[config.mk]
export PLATFORM = sky130hd
export DESIGN_NAME = myproject_mul_share_arb
export DESIGN_NICKNAME = d
export VERILOG_FILES = /design/src/rtl/myproject_mul_share_arb.sv
export SDC_FILE = /design/constraint.sdc
export NUM_CORES = 1
export LEC_CHECK = 0
export BUFFER_PORTS_ARGS = -buffer_cell sky130_fd_sc_hd__buf_4
export CAP_MARGIN = 10
export CORE_MARGIN = 1
export CORE_UTILIZATION = 45
export CTS_CLUSTER_DIAMETER = 120
export CTS_CLUSTER_SIZE = 12
export DETAILED_ROUTE_END_ITERATION = 12
export PLACE_DENSITY = 0.95
export SLEW_MARGIN = 15
export SYNTH_ARGS = -nofsm -noshare
export SYNTH_HDL_FRONTEND = slang
export SYNTH_SLANG_ARGS = --single-unit
export TNS_END_PERCENT = 30
[constraint.sdc]
create_clock -name ap_clk -period 2.85 [get_ports ap_clk]
set_clock_uncertainty 0.05 [all_clocks]
set_input_delay 0 -clock ap_clk [delete_from_list [all_inputs] [get_ports ap_clk]]
set_output_delay 0 -clock ap_clk [all_outputs]
set_load 0.05 [all_outputs]
[src/rtl/myproject_mul_share_arb.sv]
// Round-robin share of one external 13s x 18s multiplier among NUM_REQ lanes.
// Operands are registered into the multiplier; product and lane id are registered out.
module myproject_mul_share_arb #(
   parameter int NUM_REQ  = 4,
   parameter int ID_WIDTH = 2,
   parameter int A_WIDTH  = 13,
   parameter int B_WIDTH  = 18,
   parameter int P_WIDTH  = 29
) (
   input  logic                         ap_clk,
   input  logic                         ap_rst_n,
   input  logic [NUM_REQ-1:0]           req_valid,
   output logic [NUM_REQ-1:0]           req_ready,
   input  logic [NUM_REQ*A_WIDTH-1:0]   req_a,
   input  logic [NUM_REQ*B_WIDTH-1:0]   req_b,
   output logic [A_WIDTH-1:0]           mul_din0,
   output logic [B_WIDTH-1:0]           mul_din1,
   input  logic [P_WIDTH-1:0]           mul_dout,
   output logic                         res_valid,
   input  logic                         res_ready,
   output logic [P_WIDTH-1:0]           res_p,
   output logic [ID_WIDTH-1:0]          res_id
);

   localparam logic [ID_WIDTH:0] NREQ = (ID_WIDTH+1)'(NUM_REQ);

   if (ID_WIDTH != $clog2(NUM_REQ)) begin : g_bad_id_width
      $error("ID_WIDTH must equal clog2(NUM_REQ)");
   end

   logic                s1_valid;
   logic [ID_WIDTH-1:0] s1_id;
   logic [ID_WIDTH-1:0] rr_ptr;
   logic                s2_ready;
   logic                s1_ready;
   logic                found;
   logic [ID_WIDTH-1:0] gidx;
   logic [ID_WIDTH-1:0] cand;
   logic                accept;

   function automatic logic [ID_WIDTH-1:0] wrap_idx(input logic [ID_WIDTH:0] v);
      logic [ID_WIDTH:0] r;
      r = (v >= NREQ) ? v - NREQ : v;
      return r[ID_WIDTH-1:0];
   endfunction

   assign s2_ready = !res_valid || res_ready;
   assign s1_ready = !s1_valid || s2_ready;

   // First valid index at or after rr_ptr, wrapping around
   always_comb begin
      found = 1'b0;
      gidx  = '0;
      cand  = '0;
      for (int k = 0; k < NUM_REQ; k++) begin
         cand = wrap_idx({1'b0, rr_ptr} + (ID_WIDTH+1)'(k));
         if (!found && req_valid[cand]) begin
            found = 1'b1;
            gidx  = cand;
         end
      end
   end

   always_comb begin
      req_ready = '0;
      if (ap_rst_n && found) begin
         req_ready[gidx] = s1_ready;
      end
   end

   assign accept = ap_rst_n && found && s1_ready;

   always_ff @(posedge ap_clk) begin
      if (!ap_rst_n) begin
         s1_valid  <= 1'b0;
         s1_id     <= '0;
         rr_ptr    <= '0;
         mul_din0  <= '0;
         mul_din1  <= '0;
         res_valid <= 1'b0;
         res_p     <= '0;
         res_id    <= '0;
      end else begin
         if (s2_ready) begin
            res_valid <= s1_valid;
            if (s1_valid) begin
               res_p  <= mul_dout;
               res_id <= s1_id;
            end
         end
         if (s1_ready) begin
            s1_valid <= accept;
            if (accept) begin
               mul_din0 <= req_a[gidx*A_WIDTH +: A_WIDTH];
               mul_din1 <= req_b[gidx*B_WIDTH +: B_WIDTH];
               s1_id    <= gidx;
               rr_ptr   <= wrap_idx({1'b0, gidx} + (ID_WIDTH+1)'(1));
            end
         end
      end
   end

endmodule
==> impl_metrics.py <==
metrics = {
    "clock_network": {
        "h-tree-depth": 3,
        "clk-insertion-delay-late_ns": 0.34,
        "clock-root-buffer": "clkbuf_8",
        "postCtsSetupBuffers": 0,
        "cts_buffer_depth": 2,
        "cts_sinks": 68,
        "numCtsBuffers": 9,
        "clk_pin_slew_ns": 0.08,
        "cts_tree": "yes",
    },
    "logic_synthesis": {
        "yosys-top-cells-area": "dfxtp_1 (41%), mux2i_1 (12%), nand2_1 (10%), a21oi_1 (5.5%), a21o_1 (4.9%)",
        "ys_seq_area_frac": 0.407,
        "synth_common_cells": "nand2_1 (91), dfxtp_1 (68), mux2i_1 (41)",
        "ys_types": 32,
        "synth_edf_count": 0,
        "synth_top_cell_area_share": 0.407,
        "synth.avg_cell_area_um2": 8.28,
        "ys_ff_latch": 68,
        "yosysMostFrequentCell": "nand2_1",
        "netlist_instances": 404,
        "synthFlopType": "dfxtp_1",
        "synth_area_um2": 3340,
        "yosysTopAreaCell": "dfxtp_1",
        "synth_nets": 564,
        "async_reset_ff_frac": 0,
        "yosysWarnings": 0,
    },
    "hold_path": {
        "hold_class": "in2reg",
    },
    "drt": {
        "m1WireLength_mm": 5.42,
        "maxUsedRoutingLayer": "met4",
        "vias": 4852,
        "drcViolationCount": 0,
        "first_pass_iters": 5,
        "wl_met3_mm": 1.68,
        "drt-total-wl_mm": 17.0,
        "avgViaCountPerCell": 5.81,
        "drt_iter0_drc": 345,
        "dr_wl_met2_mm": 8.48,
        "routedWlPerCell_um": 20.3,
        "ant_nets": 0,
    },
    "timing": {
        "slew_headroom": 0.256,
        "final-max-slew-violation-count": 0,
        "hold-worst-slack_ns": 0.0174,
        "tns_ns": 0,
        "finalCritPeriodShare": 0.974,
        "rsz0062_at_grt": "no",
        "max_freq_mhz": 360,
        "min_period_ns": 2.77,
        "setup_viol": 0,
        "hold_viol": 0,
        "tightest_slew_ns": 1.12,
    },
    "placed_design": {
        "dp_hpwl_mm": 8.46,
        "place.gp.congestion": 0.814,
        "port_buffers": 226,
    },
    "global_routing": {
        "grt_max_degree": 36,
        "grt_pass1_vias": 5154,
        "antenna_found_initial": 0,
        "grt_usage": 0.424,
        "grt_pass1_wl_mm": 24.9,
        "grt-ovfl-total": 0,
    },
    "power_and_ir_drop": {
        "peakVddDrop_uv": 359,
        "p_per_area_nw_per_um2": 545,
        "p_leak_nw": 2.97,
    },
    "die": {
        "placementRows": 31,
        "core-area_um2": 7210,
        "fp.dieW_um": 88.2,
        "die-area_um2": 7780,
        "ios": 227,
        "die_h_um": 88.2,
        "start_util": 0.463,
    },
    "cells_and_area": {
        "fill_cells": 318,
        "areaGrowthSynthToFinish_pct": 92.2,
        "drive_above_1_share": 0.352,
        "regArea_um2": 1360,
        "multiInputGateArea_um2": 1820,
        "antennaDiodeCount": 0,
        "final_nets": 891,
    },
    "setup_path": {
        "critPathKind": "in2reg",
        "regToRegSetupSlack_ns": 0.09,
        "worstPathRequired_ns": 3.01,
        "endpoint_kind": "register",
        "cp-start-kind": "input port",
        "arrival_ns": 2.93,
        "critPathMaxFanout": 25,
    },
    "job": {
        "cap_viol_max_count": 0,
    },
    "run_status": {
        "status": "finished clean",
    },
}
path summary, 6_finish.rpt:
| check | from | end | cells past startpoint |
|---|---|---|---|
| max reg2reg | rr_ptr[0] | mul_din1[9] | 8 |
| min reg2reg | res_p[1] | res_p[1] | 2 |
| min | req_b[31] | mul_din1[13] | 4 |
| max | req_valid[0] | mul_din0[2] | 8 |
repair_timing:
action                                 4_1_cts  5_1_grt
resized for setup                            0        4
endpoints found under the hold margin       64        0
setup endpoints to repair                    0        3
hold buffers                               112        0
routing by layer:
metal	vias to the layer above	track usage
met4	0	0.345
met5	-	0
met2	387	0.761
met3	142	0.136
li1	2085	-
met1	2238	0.393
sequential cells by signal, indices dropped and copies added (netlist names):
register / count
res_p: 29
mul_din1: 18
mul_din0: 13
res_id: 2
rr_ptr: 2
s1_id: 2
res_valid: 1
s1_valid: 1
where the power goes:
part           leakage [nW]  switching, W  internal [W]
Clock                 0.110      0.000410      0.000498
Combinational          2.30      0.000842      0.000602
Sequential            0.563     0.0000834       0.00107
cell usage in the layout, fill, tap and decap left out, types with 2 or more instances in the layout:
cell type        n
nand2b_1         2
dfxtp_1         67
a21oi_1         37
bufinv_16        2
nand2_2          3
buf_4          233
o211ai_1        22
clkbuf_8         9
o21ai_0         24
nand2_1         90
o221ai_1         9
dlygate4sd3_1  112
nand3b_1         2
nor2_1           5
clkinv_4         2
a21o_1          22
inv_1            2
nand3_1         32
mux2i_1         41
layout make-up:
type	instances	share of cell area
timing repair buffer	346	0.448
multi-input combinational	303	0.284
sequential	68	0.212
clock buffer	9	0.0193
tap	99	0.0193
clock inverter	7	0.0154
inverter	3	0.00175
through the flow:
| stage | util | worst slack [ns] | area (µm²) | instances | power (W) |
|---|---|---|---|---|---|
| 2_1_floorplan | - | 0.890 | 3340 | 404 | 0.00190 |
| 3_3_place_gp | 0.702 | 0.727 | 5060 | 707 | 0.00230 |
| 3_5_place_dp | 0.702 | 0.606 | 5060 | 707 | 0.00233 |
| 4_1_cts | 0.888 | 0.0136 | 6410 | 835 | 0.00339 |
| 5_1_grt | 0.891 | 0.0233 | 6430 | 835 | 0.00360 |
| 6_report | 0.891 | 0.0752 | 6430 | 835 | 0.00350 |
cells by family after synthesis:
logic type / Yosys count / synth area share
DFF: 68 / 0.407
AOI/OAI and AO/OA: 119 / 0.230
and+or+nand+nor: 142 / 0.184
muxes: 41 / 0.123
buffers and inverters: 33 / 0.0535
xor gates and xnor gates: 1 / 0.00262
worst max-delay path, cell delays in order:
cell and delay, ns:
dlygate4sd3_1 0.55, buf_4 0.16, a21boi_0 0.29, o22a_1 0.25, nand2_2 0.48, mux2i_1 0.43
dlygate4sd3_1 0.65, o211ai_1 0.11
No activity file was read; power rests on OpenSTA's default activity.
